<file path="src/rtl/jtag_tap_controller_pkg.sv">
// debug_cfg_types: shared types for the JTAG TAP front end of the debug transport.
//   - dtmcs_t / dmi_t : register layouts exchanged with the DTM core
//   - tap_state_t     : the 16 IEEE 1149.1 TAP states
//   - ir_t + IR_*     : instruction codes; IR_RESET is the value loaded by reset/TLR
//   - decode_ir()     : IR -> selected data register
//   - tap_next()      : the standard TMS transition table
// Configuration macro: JTAG_IDCODE_EN. When defined, the IDCODE register exists and
// reset/TLR load IR=5'h01. When undefined, IR 01 decodes as BYPASS and reset/TLR load 5'h1F.
package debug_cfg_types;

    localparam int DMI_WIDTH   = 41;
    localparam int DTMCS_WIDTH = 32;
    localparam int IR_WIDTH    = 5;

    typedef logic [IR_WIDTH-1:0] ir_t;

    localparam ir_t IR_IDCODE = 5'h01;
    localparam ir_t IR_DTMCS  = 5'h10;
    localparam ir_t IR_DMI    = 5'h11;
    localparam ir_t IR_BYPASS = 5'h1F;

`ifdef JTAG_IDCODE_EN
    localparam ir_t IR_RESET = IR_IDCODE;
`else
    localparam ir_t IR_RESET = IR_BYPASS;
`endif

    typedef struct packed {
        logic [13:0] zero1;
        logic        dmihardreset;
        logic        dmireset;
        logic        zero0;
        logic [2:0]  idle;
        logic [1:0]  dmistat;
        logic [5:0]  abits;
        logic [3:0]  version;
    } dtmcs_t;

    typedef struct packed {
        logic [6:0]  address;
        logic [31:0] data;
        logic [1:0]  op;
    } dmi_t;

    typedef enum logic [3:0] {
        TEST_LOGIC_RESET, RUN_TEST_IDLE,
        SELECT_DR, CAPTURE_DR, SHIFT_DR, EXIT1_DR, PAUSE_DR, EXIT2_DR, UPDATE_DR,
        SELECT_IR, CAPTURE_IR, SHIFT_IR, EXIT1_IR, PAUSE_IR, EXIT2_IR, UPDATE_IR
    } tap_state_t;

    typedef enum logic [1:0] {SEL_BYPASS, SEL_IDCODE, SEL_DTMCS, SEL_DMI} dr_sel_t;

    function automatic dr_sel_t decode_ir(input ir_t ir);
        dr_sel_t sel;
        case (ir)
`ifdef JTAG_IDCODE_EN
            IR_IDCODE: sel = SEL_IDCODE;
`endif
            IR_DTMCS:  sel = SEL_DTMCS;
            IR_DMI:    sel = SEL_DMI;
            default:   sel = SEL_BYPASS;
        endcase
        return sel;
    endfunction

    function automatic tap_state_t tap_next(input tap_state_t s, input logic tms);
        tap_state_t n;
        case (s)
            TEST_LOGIC_RESET: n = tms ? TEST_LOGIC_RESET : RUN_TEST_IDLE;
            RUN_TEST_IDLE:    n = tms ? SELECT_DR : RUN_TEST_IDLE;
            SELECT_DR:        n = tms ? SELECT_IR : CAPTURE_DR;
            CAPTURE_DR:       n = tms ? EXIT1_DR  : SHIFT_DR;
            SHIFT_DR:         n = tms ? EXIT1_DR  : SHIFT_DR;
            EXIT1_DR:         n = tms ? UPDATE_DR : PAUSE_DR;
            PAUSE_DR:         n = tms ? EXIT2_DR  : PAUSE_DR;
            EXIT2_DR:         n = tms ? UPDATE_DR : SHIFT_DR;
            UPDATE_DR:        n = tms ? SELECT_DR : RUN_TEST_IDLE;
            SELECT_IR:        n = tms ? TEST_LOGIC_RESET : CAPTURE_IR;
            CAPTURE_IR:       n = tms ? EXIT1_IR  : SHIFT_IR;
            SHIFT_IR:         n = tms ? EXIT1_IR  : SHIFT_IR;
            EXIT1_IR:         n = tms ? UPDATE_IR : PAUSE_IR;
            PAUSE_IR:         n = tms ? EXIT2_IR  : PAUSE_IR;
            EXIT2_IR:         n = tms ? UPDATE_IR : SHIFT_IR;
            UPDATE_IR:        n = tms ? SELECT_DR : RUN_TEST_IDLE;
            default:          n = TEST_LOGIC_RESET;
        endcase
        return n;
    endfunction

endpackage

</file>
<file path="src/rtl/jtag_input_sync.sv">
// jtag_input_sync: brings tck/tms/tdi into the clk domain and detects tck edges.
//   clk, reset      : system clock, asynchronous active-high reset
//   tck, tms, tdi   : raw JTAG pins (async to clk)
//   tck_rise        : one-clk pulse, synchronised tck went 0->1
//   tck_fall        : one-clk pulse, synchronised tck went 1->0
//   tms_s, tdi_s    : synchronised tms/tdi, aligned with the edge pulses
module jtag_input_sync #(
    parameter int SYNC_STAGES = 2
) (
    input  logic clk,
    input  logic reset,
    input  logic tck,
    input  logic tms,
    input  logic tdi,
    output logic tck_rise,
    output logic tck_fall,
    output logic tms_s,
    output logic tdi_s
);

    logic [SYNC_STAGES-1:0] tck_sync_q, tck_sync_d;
    logic [SYNC_STAGES-1:0] tms_sync_q, tms_sync_d;
    logic [SYNC_STAGES-1:0] tdi_sync_q, tdi_sync_d;
    logic                   tck_prev_q, tck_prev_d;

    always_comb begin
        tck_sync_d = {tck_sync_q[SYNC_STAGES-2:0], tck};
        tms_sync_d = {tms_sync_q[SYNC_STAGES-2:0], tms};
        tdi_sync_d = {tdi_sync_q[SYNC_STAGES-2:0], tdi};
        tck_prev_d = tck_sync_q[SYNC_STAGES-1];
    end

    always_ff @(posedge clk or posedge reset) begin
        if (reset) begin
            tck_sync_q <= '0;
            tms_sync_q <= '0;
            tdi_sync_q <= '0;
            tck_prev_q <= 1'b0;
        end else begin
            tck_sync_q <= tck_sync_d;
            tms_sync_q <= tms_sync_d;
            tdi_sync_q <= tdi_sync_d;
            tck_prev_q <= tck_prev_d;
        end
    end

    // All three pins go through the same depth, so tms/tdi seen with an edge pulse
    // are the values that were on the pins at that tck edge.
    assign tck_rise = tck_sync_q[SYNC_STAGES-1] & ~tck_prev_q;
    assign tck_fall = ~tck_sync_q[SYNC_STAGES-1] & tck_prev_q;
    assign tms_s    = tms_sync_q[SYNC_STAGES-1];
    assign tdi_s    = tdi_sync_q[SYNC_STAGES-1];

endmodule

</file>
<file path="src/rtl/jtag_tap_controller.sv">
// jtag_tap_controller: oversampled IEEE 1149.1 TAP with a 5-bit IR and the IDCODE,
// DTMCS, DMI and BYPASS data registers, feeding the DTM core.
//   clk, reset            : system clock, asynchronous active-high reset
//   tck, tms, tdi, tdo    : JTAG pins (tdo registered, changes on tck fall only)
//   current_dtmcs/dmi     : values captured in Capture-DR for IR=DTMCS / IR=DMI
//   updated_dtmcs/dmi     : shifted-in value latched on entry to Update-DR
//   update_dtmcs/dmi      : one-clk strobes marking a new updated_* value
//   tap_state             : current TAP state, for observation/debug
// Configuration macro: JTAG_IDCODE_EN (IDCODE register present, reset IR=5'h01);
// when undefined IR 01 selects BYPASS and reset IR=5'h1F.
module jtag_tap_controller
    import debug_cfg_types::*;
#(
    parameter logic [31:0] IDCODE_VALUE = 32'h0000_0001,
    parameter int          SYNC_STAGES  = 2
) (
    input  logic       clk,
    input  logic       reset,
    input  logic       tck,
    input  logic       tms,
    input  logic       tdi,
    output logic       tdo,
    input  dtmcs_t     current_dtmcs,
    output dtmcs_t     updated_dtmcs,
    output logic       update_dtmcs,
    input  dmi_t       current_dmi,
    output dmi_t       updated_dmi,
    output logic       update_dmi,
    output tap_state_t tap_state
);

    logic tck_rise, tck_fall, tms_s, tdi_s;

    jtag_input_sync #(.SYNC_STAGES(SYNC_STAGES)) u_sync (
        .clk      (clk),
        .reset    (reset),
        .tck      (tck),
        .tms      (tms),
        .tdi      (tdi),
        .tck_rise (tck_rise),
        .tck_fall (tck_fall),
        .tms_s    (tms_s),
        .tdi_s    (tdi_s)
    );

    tap_state_t           state_q, state_d;
    ir_t                  ir_q, ir_d;
    ir_t                  ir_shift_q, ir_shift_d;
    logic [DMI_WIDTH-1:0] sr_q, sr_d;
    logic                 tdo_q, tdo_d;
    dtmcs_t               updated_dtmcs_q, updated_dtmcs_d;
    dmi_t                 updated_dmi_q, updated_dmi_d;
    logic                 update_dtmcs_q, update_dtmcs_d;
    logic                 update_dmi_q, update_dmi_d;
    dr_sel_t              dr_sel;

    assign dr_sel = decode_ir(ir_q);

    always_comb begin
        state_d         = state_q;
        ir_d            = ir_q;
        ir_shift_d      = ir_shift_q;
        sr_d            = sr_q;
        tdo_d           = tdo_q;
        updated_dtmcs_d = updated_dtmcs_q;
        updated_dmi_d   = updated_dmi_q;
        update_dtmcs_d  = 1'b0;
        update_dmi_d    = 1'b0;

        if (tck_rise) begin
            state_d = tap_next(state_q, tms_s);

            // Register actions belong to the state being left on this rising edge.
            case (state_q)
                CAPTURE_IR: ir_shift_d = 5'b00001;
                SHIFT_IR:   ir_shift_d = {tdi_s, ir_shift_q[IR_WIDTH-1:1]};
                CAPTURE_DR: begin
                    case (dr_sel)
                        SEL_IDCODE: sr_d = {9'b0, IDCODE_VALUE};
                        SEL_DTMCS:  sr_d = {9'b0, current_dtmcs};
                        SEL_DMI:    sr_d = current_dmi;
                        default:    sr_d = '0;
                    endcase
                end
                SHIFT_DR: begin
                    // tdi enters at the top of the selected length; bits above stay 0.
                    case (dr_sel)
                        SEL_DMI:    sr_d = {tdi_s, sr_q[DMI_WIDTH-1:1]};
                        SEL_BYPASS: sr_d = {40'b0, tdi_s};
                        default:    sr_d = {9'b0, tdi_s, sr_q[DTMCS_WIDTH-1:1]};
                    endcase
                end
                default: ;
            endcase

            // Update actions fire on entry to the target state.
            case (state_d)
                TEST_LOGIC_RESET: ir_d = IR_RESET;
                UPDATE_IR:        ir_d = ir_shift_q;
                UPDATE_DR: begin
                    if (dr_sel == SEL_DTMCS) begin
                        updated_dtmcs_d = dtmcs_t'(sr_q[DTMCS_WIDTH-1:0]);
                        update_dtmcs_d  = 1'b1;
                    end else if (dr_sel == SEL_DMI) begin
                        updated_dmi_d = dmi_t'(sr_q);
                        update_dmi_d  = 1'b1;
                    end
                end
                default: ;
            endcase
        end

        // tdo moves only on the falling edge so it is settled for the host's next rise.
        if (tck_fall) begin
            if (state_q == SHIFT_DR) begin
                tdo_d = sr_q[0];
            end else if (state_q == SHIFT_IR) begin
                tdo_d = ir_shift_q[0];
            end
        end
    end

    always_ff @(posedge clk or posedge reset) begin
        if (reset) begin
            state_q         <= TEST_LOGIC_RESET;
            ir_q            <= IR_RESET;
            ir_shift_q      <= '0;
            sr_q            <= '0;
            tdo_q           <= 1'b0;
            updated_dtmcs_q <= '0;
            updated_dmi_q   <= '0;
            update_dtmcs_q  <= 1'b0;
            update_dmi_q    <= 1'b0;
        end else begin
            state_q         <= state_d;
            ir_q            <= ir_d;
            ir_shift_q      <= ir_shift_d;
            sr_q            <= sr_d;
            tdo_q           <= tdo_d;
            updated_dtmcs_q <= updated_dtmcs_d;
            updated_dmi_q   <= updated_dmi_d;
            update_dtmcs_q  <= update_dtmcs_d;
            update_dmi_q    <= update_dmi_d;
        end
    end

    assign tdo           = tdo_q;
    assign updated_dtmcs = updated_dtmcs_q;
    assign updated_dmi   = updated_dmi_q;
    assign update_dtmcs  = update_dtmcs_q;
    assign update_dmi    = update_dmi_q;
    assign tap_state     = state_q;

endmodule

</file>
<file path="config.mk">
export PLATFORM = sky130hd
export DESIGN_NAME = jtag_tap_controller
export DESIGN_NICKNAME = d
export VERILOG_FILES = /design/src/rtl/jtag_tap_controller_pkg.sv /design/src/rtl/jtag_input_sync.sv /design/src/rtl/jtag_tap_controller.sv
export SDC_FILE = /design/constraint.sdc
export NUM_CORES = 1
export LEC_CHECK = 0
export CORE_ASPECT_RATIO = 1.2
export CORE_MARGIN = 2
export CORE_UTILIZATION = 50
export CTS_CLUSTER_DIAMETER = 200
export CTS_CLUSTER_SIZE = 28
export DETAILED_ROUTE_END_ITERATION = 16
export HOLD_SLACK_MARGIN = 0.05
export PLACE_DENSITY_LB_ADDON = 0.12
export SETUP_SLACK_MARGIN = 0.4
export SYNTH_ARGS = -nofsm -noshare
export SYNTH_HDL_FRONTEND = slang
export SYNTH_SLANG_ARGS = --single-unit
export TNS_END_PERCENT = 10
</file>
<file path="constraint.sdc">
create_clock -name clk -period 5 [get_ports clk]
set_clock_uncertainty 0.15 [all_clocks]
set_input_delay 0.5 -clock clk [delete_from_list [all_inputs] [get_ports clk]]
set_output_delay 0.5 -clock clk [all_outputs]
set_load 0.05 [all_outputs]
</file>
==> impl_metrics.csv, run 1 <==
group,metric,value,unit
run_status,result_of_the_run,"finished, final reports clean",
power_and_ir_drop,pwr_density_cell,455.8,mW/mm²
critical_path,end_kind,"flop",
placed_design,dpl.hpwl,9.852,mm
route,first_iter_violations,239,
clocking,ctsResizeCount,0,
sta,timing_worst_slew_pin_value,841.6,ps
clocking,clock_buffer_count_from_cts,17,
run,drv.max_cap_violation_count,0,
yosys,netlist.top_cell.by_area,"sky130_fd_sc_hd__dfrtp_1",
placed_design,gp_congestion,0.8005,
yosys,yosys_warnings,0,
layout,syn_to_final_growth,35.36,%
floorplan,number_of_top_level_design_ports,158,
sta,tns,0,ps
yosys,mean_area_per_synthesized_cell,11.88,µm²
layout,drive_above_1_share,17.61,%
sta,period_needed,2976,ps
route,wire_per_inst,17.82,µm
yosys,netlist_cell_types,43,
yosys,synth-edff-count,0,
floorplan,floorplan_die_area,0.01359,mm²
yosys,netlist.area_leader.share,52.55,%
clocking,ctsLongestPathBuffers,2,
yosys,asyncSetResetFlopFracSynth,100.0,%
grt,global_route.usage.total,23.33,%
clocking,clockRootBuffer,"sky130_fd_sc_hd__clkbuf_16",
critical_path,worst_setup_path_start_kind,"flop",
grt,grt_first_pass_wirelength,24.52,mm
clocking,cts-htree-levels,4,
sta,timing.final.hold_violations,0,
route,detail_route.vias_per_cell,5.458,
route,dr_total_vias,4645,
clocking,cts_post_setup_buffers_inserted,0,
sta,max_freq,336.0,MHz
route,drt_wl_total,15.16,mm
floorplan,die_x,106.7,µm
critical_path,required,5150,ps
sta,maxSlewHeadroom,43.90,%
yosys,synth_commonest_cells,"sky130_fd_sc_hd__dfrtp_1 (133), sky130_fd_sc_hd__nand2_1 (59), sky130_fd_sc_hd__a21oi_1 (41)",
route,dr.pass1.iters,4,
clocking,cts_hold_repair.buffers,0,
grt,grt_antenna_before_repair,0,
floorplan,die_height,127.3,µm
critical_path,crit_fanout,35,
power_and_ir_drop,totalPowerFinal,3.908,mW
sta,timing.final.setup_violations,0,
sta,timing.final.crit_share,59.53,%
clocking,cts_sinks,138,
grt,total_grt_overflow,0,
yosys,synth_ff_type,"sky130_fd_sc_hd__dfrtp_1",
floorplan,design.core.area,0.01250,mm²
power_and_ir_drop,vdd.ir_drop.worst,0.0003431,V
yosys,ys_seq_area_share,54.62,%
route,route.detailed.drc,0,
yosys,mapped_nets,611,
critical_path,cp.arrival,3120,ps
hold_path,min-delay-path-class,"flop to flop",
clocking,clk-insertion-delay-late,420,ps
sta,final_max_slew_viol_count,0,
clocking,cts_clock_pin_slew_for_the_worst_setup_and_hold_paths,50,ps
yosys,synth_cells,533,
layout,diodes,0,
sta,unrepaired_setup_endpoints_after_global_routing,"no",
power_and_ir_drop,power.static_leakage,4.103,nW
floorplan,effective_utilization_at_floorplan,50.67,%
grt,grt_start_max_net_pins,98,
yosys,post_synth_instance_area,0.006334,mm²
yosys,netlist_top_cells_area,"sky130_fd_sc_hd__dfrtp_1 (53%), sky130_fd_sc_hd__mux2_4 (9.5%), sky130_fd_sc_hd__mux2i_1 (6.3%)",
floorplan,std_cell_rows,45,
grt,first_global_vias,4779,
clocking,tritoncts,"done",
layout,num-nets-final,752,
critical_path,crit_type,"flop to flop",
critical_path,regToRegSetupSlack,2020,ps
yosys,synth.most_common_cell,"sky130_fd_sc_hd__dfrtp_1",
route,route.antenna.remaining_nets,0,
placed_design,port_buffers,157,
yosys,synth.ff_latch_count,138,
## layer usage
metal / share of wire (%) / global-route usage (%)
met5: 0 / 0
met4: 1.6 / 8.480
met3: 4.6 / 4.694
met2: 52 / 40.95
met1: 42 / 28.50
## worst max-delay path, stage by stage, from the launching register on
cell	delay, ps
sky130_fd_sc_hd__dfstp_2	530
sky130_fd_sc_hd__buf_4	510
sky130_fd_sc_hd__inv_1	200
sky130_fd_sc_hd__or3_2	660
sky130_fd_sc_hd__buf_4	390
sky130_fd_sc_hd__mux2_4	390
## placed cells by master, fill, tap and decap left out, types with 5 or more instances in the layout
master                            Yosys  final
sky130_fd_sc_hd__o31ai_1             30     30
sky130_fd_sc_hd__nor2_1              37     37
sky130_fd_sc_hd__mux2_4              40     40
sky130_fd_sc_hd__buf_4                0      7
sky130_fd_sc_hd__o21ai_1             10     10
sky130_fd_sc_hd__nor2b_1              6      6
sky130_fd_sc_hd__clkbuf_16            0     17
sky130_fd_sc_hd__dfrtp_1            133    133
sky130_fd_sc_hd__dfstp_2              5      5
sky130_fd_sc_hd__o22a_1               5      5
sky130_fd_sc_hd__nand2_1             59     59
sky130_fd_sc_hd__a21oi_1             41     41
sky130_fd_sc_hd__o21ai_0              9      9
sky130_fd_sc_hd__clkdlybuf4s50_1      0    157
sky130_fd_sc_hd__inv_1                6      5
sky130_fd_sc_hd__mux2_2              31     31
sky130_fd_sc_hd__mux2i_1             40     40
## power breakdown
group          internal (mW)  total (mW)  switching [mW]
Sequential              1.34        1.61           0.276
Combinational          0.447        1.04           0.592
Clock                  0.793        1.26           0.464
Total                   2.58        3.91            1.33
## cell type report
cell class	instances	area (µm²)
inverter	6	27.53
timing repair buffer	164	1624
sequential	138	3460
clock inverter	12	148.9
fill	958	3926
clock buffer	20	446.7
tap	164	205.2
multi-input combinational	347	2661
## sequential cells by signal (all words and copies together), names as in the netlist, 4 cells and up
register / count
updated_dtmcs: 32
tap_state: 4
sr_q: 41
ir_q: 5
updated_dmi: 41
ir_shift_q: 5
## through the flow
| stage | utilization, % | setup WS [ps] | hold WS, ps | instance area [µm²] | instances |
|---|---|---|---|---|---|
| 6_report | 68.59 | 2024 | 198.7 | 8573 | 851 |
| 5_1_grt | 68.59 | 1922 | 210.5 | 8573 | 851 |
| 4_1_cts | 68.59 | 2009 | 200.8 | 8573 | 851 |
| 3_5_place_dp | 63.82 | 2040 | 187.8 | 7978 | 819 |
| 3_3_place_gp | 63.82 | 2089 | 182.9 | 7978 | 819 |
| 2_1_floorplan | - | 662.1 | 181.2 | 6334 | 533 |
## path summary, 6_finish.rpt
path	startpoint	end	depth (start not counted)
max	ir_q[0]$_DFFE_PP1P_	updated_dmi[15]$_DFFE_PP0P_	5
min	u_sync.tdi_sync_q[0]$_DFF_PP0_	u_sync.tdi_sync_q[1]$_DFF_PP0_	0
max reg2reg	ir_q[0]$_DFFE_PP1P_	updated_dmi[15]$_DFFE_PP0P_	5
min reg2reg	u_sync.tdi_sync_q[0]$_DFF_PP0_	u_sync.tdi_sync_q[1]$_DFF_PP0_	0
max in group asynchronous	reset	updated_dmi[11]$_DFFE_PP0P_	3
min in group asynchronous	reset	updated_dtmcs[27]$_DFFE_PP0P_	2
## logic make-up after synthesis
family	synth area share [%]
and+or+nand+nor	9.067
muxes	22.03
AOI/OAI and AO/OA	10.51
DFF	54.62
xor gates and xnor gates	0.1383
buffers and inverters	3.635
(Power assumes the default switching activity.)
==> inputs of run 2 (changes only) <==
==> constraint.sdc (replaced) <==
create_clock -name clk -period 3.1 [get_ports clk]
set_clock_uncertainty 0.15 [all_clocks]
set_input_delay 0.31 -clock clk [delete_from_list [all_inputs] [get_ports clk]]
set_output_delay 0.31 -clock clk [all_outputs]
set_load 0.05 [all_outputs]
==> run 2 against run 1 <==
Combinational power rose by 74%. Power rose by 69%. Clock-buffer cell count rose by 1. Hold slack got worse by 77 ps. Critical endpoint is now tap_state[1]. Cell count rose by 0.82%. Routed wire length rose by 1.0%. Core utilization rose by 1.3 points. Largest power group unchanged.
==> impl_metrics.csv, run 2 (synthesized netlist as in run 1, its figures left out) <==
group,metric,value,unit
grt,total_grt_overflow,0,
sta,tns,0,ps
layout,diodes,0,
run,drv.max_cap_violation_count,0,
clocking,ctsResizeCount,0,
route,drt_wl_total,15.32,mm
critical_path,end_kind,"output port",
placed_design,gp_congestion,0.8370,
grt,first_global_vias,4744,
sta,timing_worst_slew_pin_value,661.3,ps
clocking,tritoncts,"done",
clocking,cts_post_setup_buffers_inserted,0,
clocking,cts-htree-levels,4,
sta,max_freq,403.4,MHz
clocking,cts_clock_pin_slew_for_the_worst_setup_and_hold_paths,60,ps
run_status,result_of_the_run,"finished, final reports clean",
layout,num-nets-final,759,
route,route.antenna.remaining_nets,0,
sta,final_max_slew_viol_count,0,
critical_path,crit_type,"flop to output port",
grt,grt_first_pass_wirelength,24.50,mm
critical_path,required,2640,ps
floorplan,std_cell_rows,45,
route,detail_route.vias_per_cell,5.443,
route,wire_per_inst,17.85,µm
critical_path,cp.buffers_inverters,1,
clocking,clock_buffer_count_from_cts,17,
sta,unrepaired_setup_endpoints_after_global_routing,"no",
critical_path,critPathTopFamily,"buffers and inverters",
layout,mostFrequentLayoutCell,"sky130_fd_sc_hd__clkdlybuf4s50_1",
clocking,clk-insertion-delay-late,410,ps
route,route.detailed.drc,0,
floorplan,floorplan_die_area,0.01359,mm²
floorplan,die_height,127.3,µm
critical_path,cpMaxStageDelayCell,"sky130_fd_sc_hd__clkdlybuf4s50_1",
placed_design,port_buffers,157,
grt,global_route.usage.total,23.18,%
placed_design,dpl.hpwl,10.07,mm
sta,timing.final.setup_violations,0,
layout,syn_to_final_growth,37.99,%
critical_path,crit_fanout,17,
floorplan,effective_utilization_at_floorplan,50.67,%
clocking,cts_sinks,138,
layout,layout.cells.most_common_list,"sky130_fd_sc_hd__clkdlybuf4s50_1 (157), sky130_fd_sc_hd__dfrtp_1 (133), sky130_fd_sc_hd__nand2_1 (59)",
critical_path,cp.arrival,2020,ps
power_and_ir_drop,totalPowerFinal,6.622,mW
layout,drive_above_1_share,18.59,%
power_and_ir_drop,power.static_leakage,4.184,nW
floorplan,number_of_top_level_design_ports,158,
floorplan,die_x,106.7,µm
route,first_iter_violations,171,
sta,timing.final.crit_share,79.97,%
critical_path,critical_path.max_stage_delay,910,ps
clocking,cts_hold_repair.buffers,0,
power_and_ir_drop,vdd.ir_drop.worst,0.0005470,V
clocking,ctsLongestPathBuffers,2,
critical_path,worst_setup_path_start_kind,"flop",
sta,maxSlewHeadroom,55.91,%
sta,period_needed,2479,ps
power_and_ir_drop,pwr_density_cell,757.7,mW/mm²
route,dr.pass1.iters,4,
floorplan,design.core.area,0.01250,mm²
sta,timing.final.hold_violations,0,
critical_path,crit_chain,"clkdlybuf4s50_1",
grt,grt_start_max_net_pins,93,
clocking,clockRootBuffer,"sky130_fd_sc_hd__clkbuf_16",
route,dr_total_vias,4670,
grt,grt_antenna_before_repair,0,
layout,n_fill_cell,933,
hold_path,min-delay-path-class,"input pin to async pin",
==> run 2: cell count changes in the layout (fill, tap and decap cells not counted) <==
| cell | previous run | this run |
|---|---|---|
| sky130_fd_sc_hd__clkinv_2 | 4 | 1 |
| sky130_fd_sc_hd__inv_6 | 1 | 0 |
| sky130_fd_sc_hd__clkinv_4 | 1 | 0 |
| sky130_fd_sc_hd__buf_4 | 7 | 12 |
| sky130_fd_sc_hd__clkinvlp_4 | 4 | 5 |
| sky130_fd_sc_hd__bufinv_16 | 3 | 6 |
| sky130_fd_sc_hd__clkbuf_1 | 2 | 1 |
| sky130_fd_sc_hd__clkbuf_8 | 1 | 3 |
| sky130_fd_sc_hd__buf_12 | 0 | 2 |
==> run 2: power by group <==
part           leakage, nW  internal (mW)  total, mW  switching, mW
clock network        0.322           1.57       2.30          0.732
registers             1.85           2.16       2.51          0.357
logic                 2.01          0.750       1.81           1.06
==> run 2: through the flow <==
stage                     util (%)  cells  setup slack, ps  hold slack [ps]  instance area, µm²
after detailed placement     64.43    826            684.7            186.4                8054
after global placement       64.43    826            711.4            181.5                8054
final                        69.92    858            621.1            122.1                8740
after CTS                    69.92    858            636.6            127.3                8740
after floorplan                  -    533            768.1            181.2                6337
after global routing         69.92    858            566.7            157.8                8740
==> run 2: layout make-up <==
| class | instances | area [µm²] | share of cell area (%) |
|---|---|---|---|
| well taps | 164 | 205.2 | 2.348 |
| inverters | 6 | 26.28 | 0.3006 |
| clock inverters | 11 | 215.2 | 2.462 |
| flip-flops and latches | 138 | 3460 | 39.58 |
| multi-input cells | 347 | 2661 | 30.45 |
| clock buffers | 21 | 470.5 | 5.383 |
| repair buffers | 171 | 1702 | 19.47 |
==> run 2: worst paths after layout <==
| path | cells after the start | end | slack, ps | start |
|---|---|---|---|---|
| max | 1 | tap_state[1] | 620 | tap_state[1]$_DFFE_PP0P_ |
| min | 2 | sr_q[27]$_DFFE_PP0P_ | 120 | reset |
| max reg2reg | 5 | sr_q[31]$_DFFE_PP0P_ | 660 | tap_state[0]$_DFFE_PP0P_ |
| min reg2reg | 0 | u_sync.tms_sync_q[1]$_DFF_PP0_ | 200 | u_sync.tms_sync_q[0]$_DFF_PP0_ |
| max in group asynchronous | 3 | ir_q[4]$_DFFE_PP1P_ | 1840 | reset |
| min in group clk | 1 | u_sync.tms_sync_q[0]$_DFF_PP0_ | 180 | tms |
==> run 2: per-layer routing <==
metal | GRT usage, % | vias to the layer above | wire length, µm
met2 | 39.30 | 135 | 7799
met5 | 0 | - | 0
met3 | 5.306 | 25 | 751
met4 | 8.633 | 0 | 341
met1 | 29.04 | 2319 | 6423
li1 | - | 2191 | -
